===== config.mk =====
export PLATFORM = sky130hd
export DESIGN_NAME = fir_band_scheduler
export DESIGN_NICKNAME = d
export VERILOG_FILES = /design/src/rtl/fir_band_scheduler.sv
export SDC_FILE = /design/constraint.sdc
export NUM_CORES = 1
export LEC_CHECK = 0
export ABC_CLOCK_PERIOD_IN_PS = 3000
export CAP_MARGIN = 20
export CORE_ASPECT_RATIO = 0.9
export CORE_UTILIZATION = 44
export DETAILED_ROUTE_END_ITERATION = 10
export PLACE_DENSITY = 0.91
export SLEW_MARGIN = 25
export SYNTH_ARGS = -nofsm -noshare
export SYNTH_HDL_FRONTEND = slang
export SYNTH_SLANG_ARGS = --single-unit

===== constraint.sdc =====
create_clock -name clk -period 3 [get_ports clk]
set_input_delay 0.6 -clock clk [delete_from_list [all_inputs] [get_ports clk]]
set_output_delay 0.6 -clock clk [all_outputs]
set_load 0.03 [all_outputs]

===== src/rtl/fir_band_scheduler.sv =====
// fir_band_scheduler
// Steps the banked ROM-coefficient FIR filters one band at a time. For each band it
// raises that band's 'sequencing' line for one full coefficient pass, then latches the
// band's L/R result. One sample request can wait while a pass is running. A request
// that arrives while another is already waiting is dropped, and the sticky overrun
// flag records the loss.
module fir_band_scheduler #(
    parameter int NUM_BANDS = 5,
    parameter int RUN_CYC   = 1023,
    parameter int GAP_CYC   = 2
) (
    input  logic                      clk,
    input  logic                      rst_n,
    input  logic                      smpl_vld,
    input  logic                      clr_ovr,
    input  logic [16*NUM_BANDS-1:0]   filt_L,
    input  logic [16*NUM_BANDS-1:0]   filt_R,
    output logic [NUM_BANDS-1:0]      seq,
    output logic [NUM_BANDS-1:0]      cap,
    output logic [16*NUM_BANDS-1:0]   res_L,
    output logic [16*NUM_BANDS-1:0]   res_R,
    output logic                      busy,
    output logic                      done,
    output logic                      overrun
);

    localparam int BAND_W  = (NUM_BANDS > 1) ? $clog2(NUM_BANDS) : 1;
    localparam int CNT_MAX = (RUN_CYC > GAP_CYC) ? RUN_CYC : GAP_CYC;
    localparam int CNT_W   = (CNT_MAX > 1) ? $clog2(CNT_MAX) : 1;

    localparam logic [CNT_W-1:0]  RUN_LAST  = CNT_W'(RUN_CYC - 1);
    localparam logic [CNT_W-1:0]  GAP_LAST  = CNT_W'(GAP_CYC - 1);
    localparam logic [BAND_W-1:0] BAND_LAST = BAND_W'(NUM_BANDS - 1);

    typedef enum logic [2:0] {
        S_IDLE,
        S_RUN,
        S_CAPT,
        S_GAP,
        S_DONE
    } state_t;

    state_t                   r_state;
    logic [BAND_W-1:0]        r_band;
    logic [CNT_W-1:0]         r_cnt;
    logic                     r_pending;
    logic                     r_overrun;
    logic                     r_busy;
    logic                     r_done;
    logic [NUM_BANDS-1:0]     r_seq;
    logic [NUM_BANDS-1:0]     r_cap;
    logic [16*NUM_BANDS-1:0]  r_res_L;
    logic [16*NUM_BANDS-1:0]  r_res_R;

    logic [NUM_BANDS-1:0]     w_band_onehot;

    assign w_band_onehot = NUM_BANDS'(1) << r_band;

    // Band sequencer FSM. The request queue, the overrun flag and the result latches
    // are in the same block, so every output is registered.
    always_ff @(posedge clk or negedge rst_n) begin
        if (!rst_n) begin
            // NOTE: the result registers are plain flops rather than a memory, so they are
            // cleared here like all other state. A pass aborted by reset leaves them at zero.
            r_state   <= S_IDLE;
            r_band    <= '0;
            r_cnt     <= '0;
            r_pending <= 1'b0;
            r_overrun <= 1'b0;
            r_busy    <= 1'b0;
            r_done    <= 1'b0;
            r_seq     <= '0;
            r_cap     <= '0;
            r_res_L   <= '0;
            r_res_R   <= '0;
        end else begin
            // NOTE: non-blocking assignments throughout. A later assignment in this block
            // (for example the IDLE consume of r_pending) wins over an earlier default.
            r_cap  <= '0;
            r_done <= 1'b0;

            // A request that arrives while one is already waiting is lost. A new loss in
            // the same cycle as clr_ovr keeps the flag set.
            if (smpl_vld && r_pending) begin
                r_overrun <= 1'b1;
            end else if (clr_ovr) begin
                r_overrun <= 1'b0;
            end

            if (r_state != S_IDLE && smpl_vld) begin
                r_pending <= 1'b1;
            end

            case (r_state)
                S_IDLE: begin
                    if (smpl_vld || r_pending) begin
                        r_state   <= S_RUN;
                        r_band    <= '0;
                        r_cnt     <= '0;
                        r_pending <= 1'b0;
                        r_seq     <= NUM_BANDS'(1);
                        r_busy    <= 1'b1;
                    end
                end

                S_RUN: begin
                    if (r_cnt == RUN_LAST) begin
                        r_state <= S_CAPT;
                        r_seq   <= '0;
                        r_cap   <= w_band_onehot;
                    end else begin
                        r_cnt <= r_cnt + 1'b1;
                    end
                end

                S_CAPT: begin
                    r_res_L[16*r_band +: 16] <= filt_L[16*r_band +: 16];
                    r_res_R[16*r_band +: 16] <= filt_R[16*r_band +: 16];
                    r_cnt                    <= '0;
                    if (r_band == BAND_LAST) begin
                        r_state <= S_DONE;
                        r_done  <= 1'b1;
                    end else begin
                        r_state <= S_GAP;
                    end
                end

                S_GAP: begin
                    if (r_cnt == GAP_LAST) begin
                        r_state <= S_RUN;
                        r_band  <= r_band + 1'b1;
                        r_cnt   <= '0;
                        r_seq   <= w_band_onehot << 1;
                    end else begin
                        r_cnt <= r_cnt + 1'b1;
                    end
                end

                S_DONE: begin
                    r_state <= S_IDLE;
                    r_busy  <= 1'b0;
                end

                default: begin
                    r_state <= S_IDLE;
                    r_seq   <= '0;
                    r_busy  <= 1'b0;
                end
            endcase
        end
    end

    assign seq     = r_seq;
    assign cap     = r_cap;
    assign res_L   = r_res_L;
    assign res_R   = r_res_R;
    assign busy    = r_busy;
    assign done    = r_done;
    assign overrun = r_overrun;

endmodule


=== Word level (Yosys, flattened, before mapping) ===
Cells that the tools add are included.
Widths: inputs -> output; s select.

* Latch bits: 0
* Bits in read-only memories: 0
* Bits in registers: 190
* Bits in writable memories: 0
* Memories kept: 0
* Bits of input ports: 164

* Multipliers: 0
* Order comparisons: 0
* Reductions and logical operators: 15
* Muxes and demuxes: 29
* Divide/modulo/power cells: 0
* Shift-type cells: 6
* $add $sub $neg: 3
* Bitwise operators: 2
* Equal/unequal tests: 11

{| class="wikitable"
|+ Operators by type and width
! cell !! number
|-
| $bwmux 80 || 2
|-
| $shiftx 16x34->80 || 2
|-
| $shiftx 80x8->16 || 2
|-
| $shift 16x34->80 const A || 1
|-
| $pmux 10 s4 || 1
|-
| $neg 7->34 || 1
|-
| $mux 10 || 3
|-
| $mux 5 || 5
|-
| $pmux 5 s4 || 1
|-
| $mux 3 || 6
|-
| $pmux 3 s4 || 1
|-
| $add 10x1->10 const B || 1
|-
| $eq 10x1->1 const B || 1
|-
| $eq 10x10->1 const B || 1
|-
| $reduce_and 3->1 || 3
|-
| $mux 1 || 8
|-
| $ne 2x2->1 const B || 4
|-
| $eq 3x2->1 const B || 2
|-
| $eq 3x3->1 const B || 2
|-
| $pmux 3 s2 || 1
|-
| $shl 1x3->5 const A || 1
|-
| $reduce_and 4->1 || 1
|-
| $reduce_bool 2->1 || 2
|-
| $reduce_bool 4->1 || 1
|-
| 11 further kinds || 13
|}

=== Longest topological paths before layout ===
Gate-level depths: netlist of run 1.

* Word-level depth: 5
* Mapped depth: 11
* Depth with buffers taken out: 7

=== Least setup slack after synthesis of run 1 ===
No wires, ideal clock.

* Path kind: reg-to-reg
* Start point: reg r_band[0]
* End point: reg r_res_L[66] (netlist: res_L[66])
* Arrival time: 2584 ps
* Period minus slack after synthesis: 2711 ps
* Path slack: 289 ps
* Data required time: 2872 ps
* Stages on the path, launching flop included: 12
* Buffers on the path: 4
* Cell sequence: dfrtp_1 clkbuf_1 inv_1 clkbuf_1 ha_1 ha_1 nor2b_1 o211ai_1 or3_1 buf_2 buf_6 mux2_1

* Cells in the longest elaborated chain, start to end: 3
* Elaborated cells between the ends (all ways): 5
* Those cells by class: add/sub: 1; shift: 3; mux: 1

{| class="wikitable"
|+ RTL lines
! what !! line !! source
|-
| from (decl) || 44 || <nowiki>logic [BAND_W-1:0] r_band;</nowiki>
|-
| from (signal assigned) || 131 || <nowiki>r_band <= r_band + 1'b1;</nowiki>
|-
| $shiftx 80x8->16 or $neg 7->34 (tied branches) || 117 || <nowiki>r_res_L[16*r_band +: 16] <= filt_L[16*r_band +: 16];</nowiki>
|-
| $shiftx 16x34->80 or $shift 16x34->80 (tied branches) || 117 ||
|-
| $bwmux 80 (*) || 117 ||
|-
| to (signal, indexed assignment) || 117 ||
|-
| to (decl) || 52 || <nowiki>logic [16*NUM_BANDS-1:0] r_res_L;</nowiki>
|}

Mark *: on every way between the ends. The rest lies on a longest branch, timed or not.
A chain may end at the register's enable or synchronous reset.

=== Final worst setup path of run 1 ===
* Start point: reg r_band[1]
* End point: reg r_res_L[69] (netlist: res_L[69])

The elaborated chain is that of the path after synthesis.

==> impl_summary.txt, run 1 <==
----------------------------------------------------
[Timing]
  Worst slack on hold paths ... 0.174 ns
  Final clock period utilization by the worst path ... 0.902
  Largest clock skew in the final design ... 0.00877 ns
  Achievable clock frequency ... 0.370 GHz
  Minimum clock period after layout ... 2.71 ns
  Max-slew violation count ... 0
  Max-Slew Margin vs Limit ... 0.460
  Worst Max-Slew Pin Slew ... slightly above 0.8 ns
  Count of endpoints failing setup in the final report ... 0
  RSZ-0062 raised after global routing ... false
  Number of endpoints with negative hold slack in the final report ... 0
  TNS Setup ... 0 ns

[Global route]
  Maximum number of pins on one net before global-route repair ... 73
  Via count of the first global-routing pass ... 7464
  Gr usage total ... 0.277
  Gr ovfl total ... 0
  Global-route wire length before repair ... 42000 um
  Antenna violations before repair ... 0

[Finish]
  Filler Cells Inserted ... approximately 1400
  Final-stage net count ... 1168
  Area taken by flip-flops and latches ... between 0.004 and 0.005 mm^2
  Share of cells above drive strength 1 ... 0.233
  Final instance count without filler cells ... 1257
  N_diodes ... 0
  Area of combinational cells with multiple inputs ... 0.00378 mm^2
  Area growth from synthesis to final layout ... 49.0%

[Worst setup path]
  Launching element type of the critical path ... flop
  Nature of the critical path endpoint ... flop
  Worst R2R Path Depth ... 8
  R2R Path Start ... r_band[1]
  Data required time of the worst path ... 3.30 ns
  R2r endpoint ... res_L[69]
  First element of the critical path ... r_band[1]
  R2R setup slack ... 0.29 ns
  Maximum fanout encountered on the critical timing path ... 24
  Arrival time reported for the critical path endpoint ... 3.01 ns
  Startpoint-to-endpoint class of the critical path ... flop to flop

[Synth]
  Most used DFF post-synth ... sky130_fd_sc_hd__dfrtp_1
  Synthesized area divided by synthesized cell count ... 13.3 um^2
  Portion of the post-synthesis area used by sequential elements ... 0.541
  Synthesis-stage register bit count ... 190
  Synthesized area ... 0.00878 mm^2
  Post-synth ARST share ... 1.00
  Number of warning messages in the yosys log ... 0
  Net count after synthesis ... approximately 830
  Count of flip-flops with a built-in enable after synthesis ... 0
  Number of unique standard cell types used by synthesis ... 46
  Cell count after synthesis ... 658

[Power and ir drop]
  Lkg Pwr ... 5.74 nW
  Maximum vdd ir drop ... 0.366 mV
  Power density normalized to cell area ... 420 mW/mm^2

[Clocking]
  Clock-pin slew reported for the worst setup and hold paths after clock tree synthesis ... 0.08 ns
  Number of setup buffers added after CTS ... 0
  Number of hold buffers added after CTS ... 0
  Total number of clock tree sinks ... 190
  Clock tree root driver cell ... sky130_fd_sc_hd__clkbuf_16
  Maximum count of clock buffers along a single path ... 2
  Clock tree from TritonCTS ... yes
  Clock latency on the worst-skew pair ... 0.43 ns
  H-tree lvl count ... 4
  CTS-repair resized insts ... 0
  CTS Buf Count ... 17

[Die]
  Die footprint ... between 0.02 and 0.025 mm^2
  Starting density of the core ... 0.454
  Cell row count ... 48
  Die Ht ... 136 um
  Core outline area ... slightly below 0.02 mm^2
  Top Ports ... 337
  Width of the die ... about 150 um

[Place]
  Final HPWL DP ... a little under 20000 um
  Final weighted congestion in routability-driven placement ... about 0.87
  # port buffers ... 336
  Number of cells after detailed placement ... approximately 1200

[Drt]
  Residual antenna-violating net count after detailed routing ... 0
  Total wirelength of the detailed-routed design ... 27800 um
  Via/cell ratio ... 5.63
  Length of the first detailed-routing pass in iterations ... 5
  Wire per inst ... 22.1 um
  Via total after detailed routing ... 7078
  Iteration-0 DRC count of the detailed router ... 350
  DRC violation count after routing ... 0

[Run status]
  Status ... finished clean

[Hold path]
  Type of the most critical hold path ... input pin to asynchronous set/reset pin

[Flow run]
  Count of max-cap constraint violations ... 0

----------------------------------------------------
==> sequential cells by signal (all words and copies together) (netlist names), 3 cells and up <==
name     cells
res_L       80
res_R       80
r_cnt       10
cap          5
seq          5
r_band       3
r_state      3
==> per-stage QoR <==
step	utilization	total power, mW	instance area [um^2]	setup slack, ns
after global routing	0.677	5.69	13100	0.151
after floorplan	-	2.92	8780	0.289
after CTS	0.677	5.55	13100	0.297
after detailed placement	0.647	3.36	12500	0.345
final	0.677	5.50	13100	0.294
after global placement	0.647	3.35	12500	0.484
==> where the power goes <==
| part | switching (mW) | internal [mW] |
|---|---|---|
| clock network | 1.07 | 1.12 |
| logic | 0.288 | 0.364 |
| registers | 0.0359 | 2.62 |
| total | 1.39 | 4.10 |
==> critical path, cell delays in order (launching register included) <==
cell	delay, ns
sky130_fd_sc_hd__dfrtp_2	0.36
sky130_fd_sc_hd__inv_1	0.07
sky130_fd_sc_hd__ha_1	0.22
sky130_fd_sc_hd__ha_1	0.31
sky130_fd_sc_hd__nor2b_1	0.24
sky130_fd_sc_hd__o211ai_1	0.19
sky130_fd_sc_hd__or3_2	0.61
sky130_fd_sc_hd__buf_12	0.23
sky130_fd_sc_hd__mux2_1	0.34
==> layer usage <==
| layer | GRT usage | wire (um) |
|---|---|---|
| met1 | 0.331 | 10900 |
| met2 | 0.478 | 14100 |
| met3 | 0.0772 | 2280 |
| met4 | 0.0928 | 596 |
| met5 | 0 | 0 |
==> how the worst max path moves through the flow <==
| stage | slack [ns] | depth (start not counted) | end |
|---|---|---|---|
| finish | 0.29 | 8 | res_L[69] |
| global route | 0.15 | 8 | res_L[69] |
| CTS | 0.30 | 8 | res_L[69] |
| detailed placement | 0.34 | 8 | res_L[71] |
| global placement | 0.48 | 8 | res_L[70] |
| floorplan | 0.29 | 11 | res_L[66] |
==> placed cells by master, fill, tap and decap left out, types with 4 or more instances in the layout <==
cell	count
sky130_fd_sc_hd__nor3_1	5
sky130_fd_sc_hd__clkbuf_16	17
sky130_fd_sc_hd__dfrtp_1	187
sky130_fd_sc_hd__ha_1	10
sky130_fd_sc_hd__mux2_2	165
sky130_fd_sc_hd__a22oi_1	31
sky130_fd_sc_hd__buf_12	4
sky130_fd_sc_hd__nor2_1	6
sky130_fd_sc_hd__nor4_1	4
sky130_fd_sc_hd__and3_1	4
sky130_fd_sc_hd__clkdlybuf4s50_1	335
sky130_fd_sc_hd__and2_1	4
sky130_fd_sc_hd__o22ai_1	33
sky130_fd_sc_hd__o211ai_1	5
sky130_fd_sc_hd__nand2_1	9
sky130_fd_sc_hd__mux2_1	30
sky130_fd_sc_hd__buf_4	22
sky130_fd_sc_hd__nand3_1	9
sky130_fd_sc_hd__nand4_1	6
sky130_fd_sc_hd__mux2i_1	32
sky130_fd_sc_hd__inv_1	13
sky130_fd_sc_hd__o21ai_0	14
sky130_fd_sc_hd__a31oi_1	8
==> layout make-up <==
| cell class | instances | share of cell area |
|---|---|---|
| Clock inverter | 14 | 0.00976 |
| Sequential cell | 190 | 0.364 |
| Inverter | 13 | 0.00373 |
| Tap cell | 250 | 0.0239 |
| Clock buffer | 18 | 0.0336 |
| Multi-Input combinational cell | 410 | 0.289 |
| Timing Repair Buffer | 362 | 0.276 |
==> synth_stat cells (all sizes together), types with 2 or more instances <==
library cell | count | area share
nor2 | 7 | 0.0030
nor3b | 3 | 0.0038
nand2 | 9 | 0.0038
o211ai | 5 | 0.0043
a31oi | 8 | 0.0057
o21ai | 14 | 0.0080
buf | 21 | 0.015
o22ai | 33 | 0.024
nor2b | 3 | 0.0021
a211oi | 2 | 0.0017
mux2i | 32 | 0.036
ha | 10 | 0.014
nor3 | 6 | 0.0040
mux2 | 195 | 0.25
or3 | 2 | 0.0014
nand4 | 6 | 0.0043
inv | 13 | 0.0056
nand2b | 3 | 0.0021
nor4b | 2 | 0.0020
and3 | 4 | 0.0028
a22oi | 32 | 0.028
nor4 | 4 | 0.0028
nand3b | 3 | 0.0026
a21oi | 3 | 0.0017
and2 | 4 | 0.0028
nand3 | 9 | 0.0051
clkbuf | 24 | 0.010
dfrtp | 190 | 0.54
==> cells by family after synthesis <==
logic type,share of synthesized area
xor+xnor,0.000997
flops,0.541
simple gates,0.0446
buf+inv,0.0303
mux,0.289
compound gates,0.0794
fa+ha+maj,0.0142
(Power assumes the default switching activity.)
==> run 2: changes to the inputs <==
--- a/config.mk
+++ b/config.mk
@@ -10,6 +10,7 @@
 export CORE_ASPECT_RATIO = 0.9
 export CORE_UTILIZATION = 44
 export DETAILED_ROUTE_END_ITERATION = 10
+export GPL_TIMING_DRIVEN = 0
 export PLACE_DENSITY = 0.91
 export SLEW_MARGIN = 25
 export SYNTH_ARGS = -nofsm -noshare
==> impl_summary.txt, run 2 (synthesized netlist as in run 1, its figures left out) <==
----------------------------------------------------
[Global route]
  Global-route wire length before repair ... 41400 um (was 42000 um)
  Antenna violations before repair ... 1 (was 0)
  Gr usage total ... 0.275 (was 0.277)
  Maximum number of pins on one net before global-route repair ... 89 (was 73)
  Gr ovfl total ... 0 (unchanged)
  Via count of the first global-routing pass ... 7337 (was 7464)

[Place]
  Final HPWL DP ... 20600 um (was 19700 um)
  Placed Area ... 0.0125 mm^2 (about the same)
  Final weighted congestion in routability-driven placement ... 0.875 (was 0.871)
  # port buffers ... 336 (unchanged)
  Number of cells after detailed placement ... 1246 (was 1225)

[Worst setup path]
  Worst R2R Path Depth ... 7 (was 8)
  Maximum fanout encountered on the critical timing path ... 10 (was 24)
  Delay of the slowest cell on the worst path ... 0.44 ns (was 0.61 ns)
  Arrival time reported for the critical path endpoint ... 3.21 ns (was 3.01 ns)
  Data required time of the worst path ... 3.32 ns (was 3.30 ns)
  CP Cell Sequence ... buf_2 -> inv_1 -> ha_1 -> nor4b_1 -> nand4_1 -> clkbuf_1 -> mux2_2 (was inv_1 -> ha_1 -> ha_1 -> nor2b_1 -> o211ai_1 -> or3_2 -> buf_12 -> mux2_1)
  R2R setup slack ... 0.10 ns (was 0.29 ns)
  Nature of the critical path endpoint ... flop (unchanged)
  Launching element type of the critical path ... flop (unchanged)
  Startpoint-to-endpoint class of the critical path ... flop to flop (unchanged)
  Slowest-stage cell, CP ... sky130_fd_sc_hd__clkbuf_1 (was sky130_fd_sc_hd__or3_2)

[Power and ir drop]
  Net switching component of the power ... 1.41 mW (was 1.39 mW)
  Maximum vdd ir drop ... 0.499 mV (was 0.366 mV)
  Overall power of the completed layout ... 5.68 mW (was 5.50 mW)
  Clock power share ... 0.417 (was 0.398)
  Cell internal power dissipation ... 4.27 mW (was 4.10 mW)
  Net Sw Frac ... 0.248 (was 0.254)
  Power density normalized to cell area ... 430 mW/mm^2 (was 420 mW/mm^2)
  Combinational share of power ... 0.115 (was 0.118)
  Part of the total power dissipated in sequential elements ... 0.468 (was 0.484)
  Lkg Pwr ... 5.76 nW (was 5.74 nW)

[Drt]
  Via/cell ratio ... 5.53 (was 5.63)
  Via total after detailed routing ... 7074 (was 7078)
  Total wirelength of the detailed-routed design ... 27800 um (about the same)
  Wire per inst ... 21.7 um (was 22.1 um)
  Iteration-0 DRC count of the detailed router ... 274 (was 350)
  Length of the first detailed-routing pass in iterations ... 4 (was 5)
  DRC violation count after routing ... 0 (unchanged)
  Residual antenna-violating net count after detailed routing ... 0 (unchanged)

[Clocking]
  Clock latency on the worst-skew pair ... 0.43 ns (about the same)
  H-tree lvl count ... 4 (unchanged)
  Total number of clock tree sinks ... 190 (unchanged)
  CTS Buf Count ... 17 (unchanged)
  Clock tree from TritonCTS ... yes (unchanged)
  Maximum count of clock buffers along a single path ... 2 (unchanged)
  Clock tree root driver cell ... sky130_fd_sc_hd__clkbuf_16 (unchanged)
  Clock-pin slew reported for the worst setup and hold paths after clock tree synthesis ... 0.08 ns (about the same)

[Hold path]
  Type of the most critical hold path ... flop to flop (was input pin to asynchronous set/reset pin)
  Cells on Worst Hold Path ... 1

[Timing]
  Worst Max-Slew Pin Slew ... 1.01 ns (was 0.810 ns)
  Max-Slew Margin vs Limit ... 0.319 (was 0.460)
  RSZ-0062 raised after global routing ... false (unchanged)
  Max-slew violation count ... 0 (unchanged)
  Largest clock skew in the final design ... 0.0166 ns (was 0.00877 ns)
  Number of endpoints with negative hold slack in the final report ... 0 (unchanged)
  Achievable clock frequency ... 0.345 GHz (was 0.370 GHz)
  Minimum clock period after layout ... 2.90 ns (was 2.71 ns)
  Count of endpoints failing setup in the final report ... 0 (unchanged)
  Final clock period utilization by the worst path ... 0.966 (was 0.902)
  TNS Setup ... 0 ns (unchanged)

[Finish]
  Final-stage net count ... 1190 (was 1168)
  Commonest cells after routing, fill and taps aside ... sky130_fd_sc_hd__clkdlybuf4s50_1, sky130_fd_sc_hd__dfrtp_1, sky130_fd_sc_hd__mux2_2, sky130_fd_sc_hd__o22ai_1, sky130_fd_sc_hd__mux2i_1 (unchanged)
  Most common cell after layout, fill and taps aside ... sky130_fd_sc_hd__clkdlybuf4s50_1 (unchanged)
  Final instance count without filler cells ... 1279 (was 1257)
  Area of all placed cells without fillers ... 0.0132 mm^2 (was 0.0131 mm^2)
  Area taken by flip-flops and latches ... 0.00476 mm^2 (about the same)
  Area of combinational cells with multiple inputs ... 0.00377 mm^2 (was 0.00378 mm^2)
  Filler Cells Inserted ... 1434 (was 1393)
  N_diodes ... 0 (unchanged)
  Share of cells above drive strength 1 ... 0.227 (was 0.233)
  Area growth from synthesis to final layout ... 50.2% (was 49.0%)

[Die]
  Starting density of the core ... 0.454 (unchanged)
  Die footprint ... 0.0205 mm^2 (unchanged)
  Top Ports ... 337 (unchanged)
  Die Ht ... 136 um (unchanged)
  Width of the die ... 151 um (unchanged)
  Cell row count ... 48 (unchanged)
  Core outline area ... 0.0193 mm^2 (unchanged)

[Flow run]
  Count of max-cap constraint violations ... 0 (unchanged)

[Run status]
  Status ... finished clean (unchanged)

----------------------------------------------------
run 2: changes by cell type in the layout (fill, tap and decap cells not counted), sizes merged:
cell / previous run / this run
buf: 26 / 27
bufinv: 0 / 2
clkinvlp: 2 / 3
dlygate4sd3: 0 / 1
inv: 19 / 16
clkinv: 6 / 7
clkbuf: 19 / 38
run 2: worst max-delay path: cells and delay by family, from the launching register on:
family	cells	cell delay (ns)
simple gates	2	0.68
flops	1	0.38
mux	1	0.37
fa+ha+maj	1	0.35
buf+inv	3	1.00
run 2: path summary, 6_finish.rpt:
kind	startpoint	to
setup / recovery	r_band[2]	res_L[12]
hold / removal	res_R[72]	res_R[72]
setup reg to reg	r_band[2]	res_L[12]
hold reg to reg	res_R[72]	res_R[72]
max in group asynchronous	rst_n	res_R[42]
min in group asynchronous	rst_n	res_L[40]
run 2: what timing repair did:
| item | in CTS | in global routing |
|---|---|---|
| endpoints found under the setup margin | 158 | 57 |
| pin swaps | 1 | 0 |
| hold buffers | 1 | 0 |
| setup buffers | 3 | 0 |
| resized for setup | 5 | 2 |
| endpoints found under the hold margin | 16 | 0 |
run 2: power by group through the flow:
| stage | clock, mW | sequential, mW | combinational, mW |
|---|---|---|---|
| 6_report | 2.37 | 2.66 | 0.650 |
| 5_1_grt | 2.53 | 2.67 | 0.687 |
| 4_1_cts | 2.42 | 2.66 | 0.657 |
| 3_5_place_dp | 0 | 2.71 | 0.653 |
| 3_3_place_gp | 0 | 2.70 | 0.632 |
| 2_1_floorplan | 0 | 2.84 | 0.0846 |
run 2: cell type report:
| cell class | instances | share of cell area |
|---|---|---|
| clock buffers | 17 | 0.0323 |
| flip-flops and latches | 190 | 0.361 |
| well taps | 250 | 0.0237 |
| inverters | 13 | 0.00398 |
| multi-input cells | 410 | 0.286 |
| plain buffers | 42 | 0.0158 |
| clock inverters | 15 | 0.0157 |
| repair buffers | 342 | 0.262 |
run 2: layer usage:
metal | wire length [um] | vias to the layer above | global-route usage
met5 | 0 | - | 0
met2 | 14000 | 316 | 0.471
li1 | - | 3161 | -
met4 | 679 | 0 | 0.0978
met1 | 11000 | 3549 | 0.335
met3 | 2150 | 48 | 0.0674
run 2: metrics by stage:
stage,worst slack [ns],hold slack (ns),util
finish,0.103,0.493,0.682
detailed placement,-0.703,0.436,0.647
global route,0.00933,0.509,0.682
CTS,0.0720,0.497,0.682
floorplan,0.289,0.304,-
global placement,-6.36,0.474,0.644
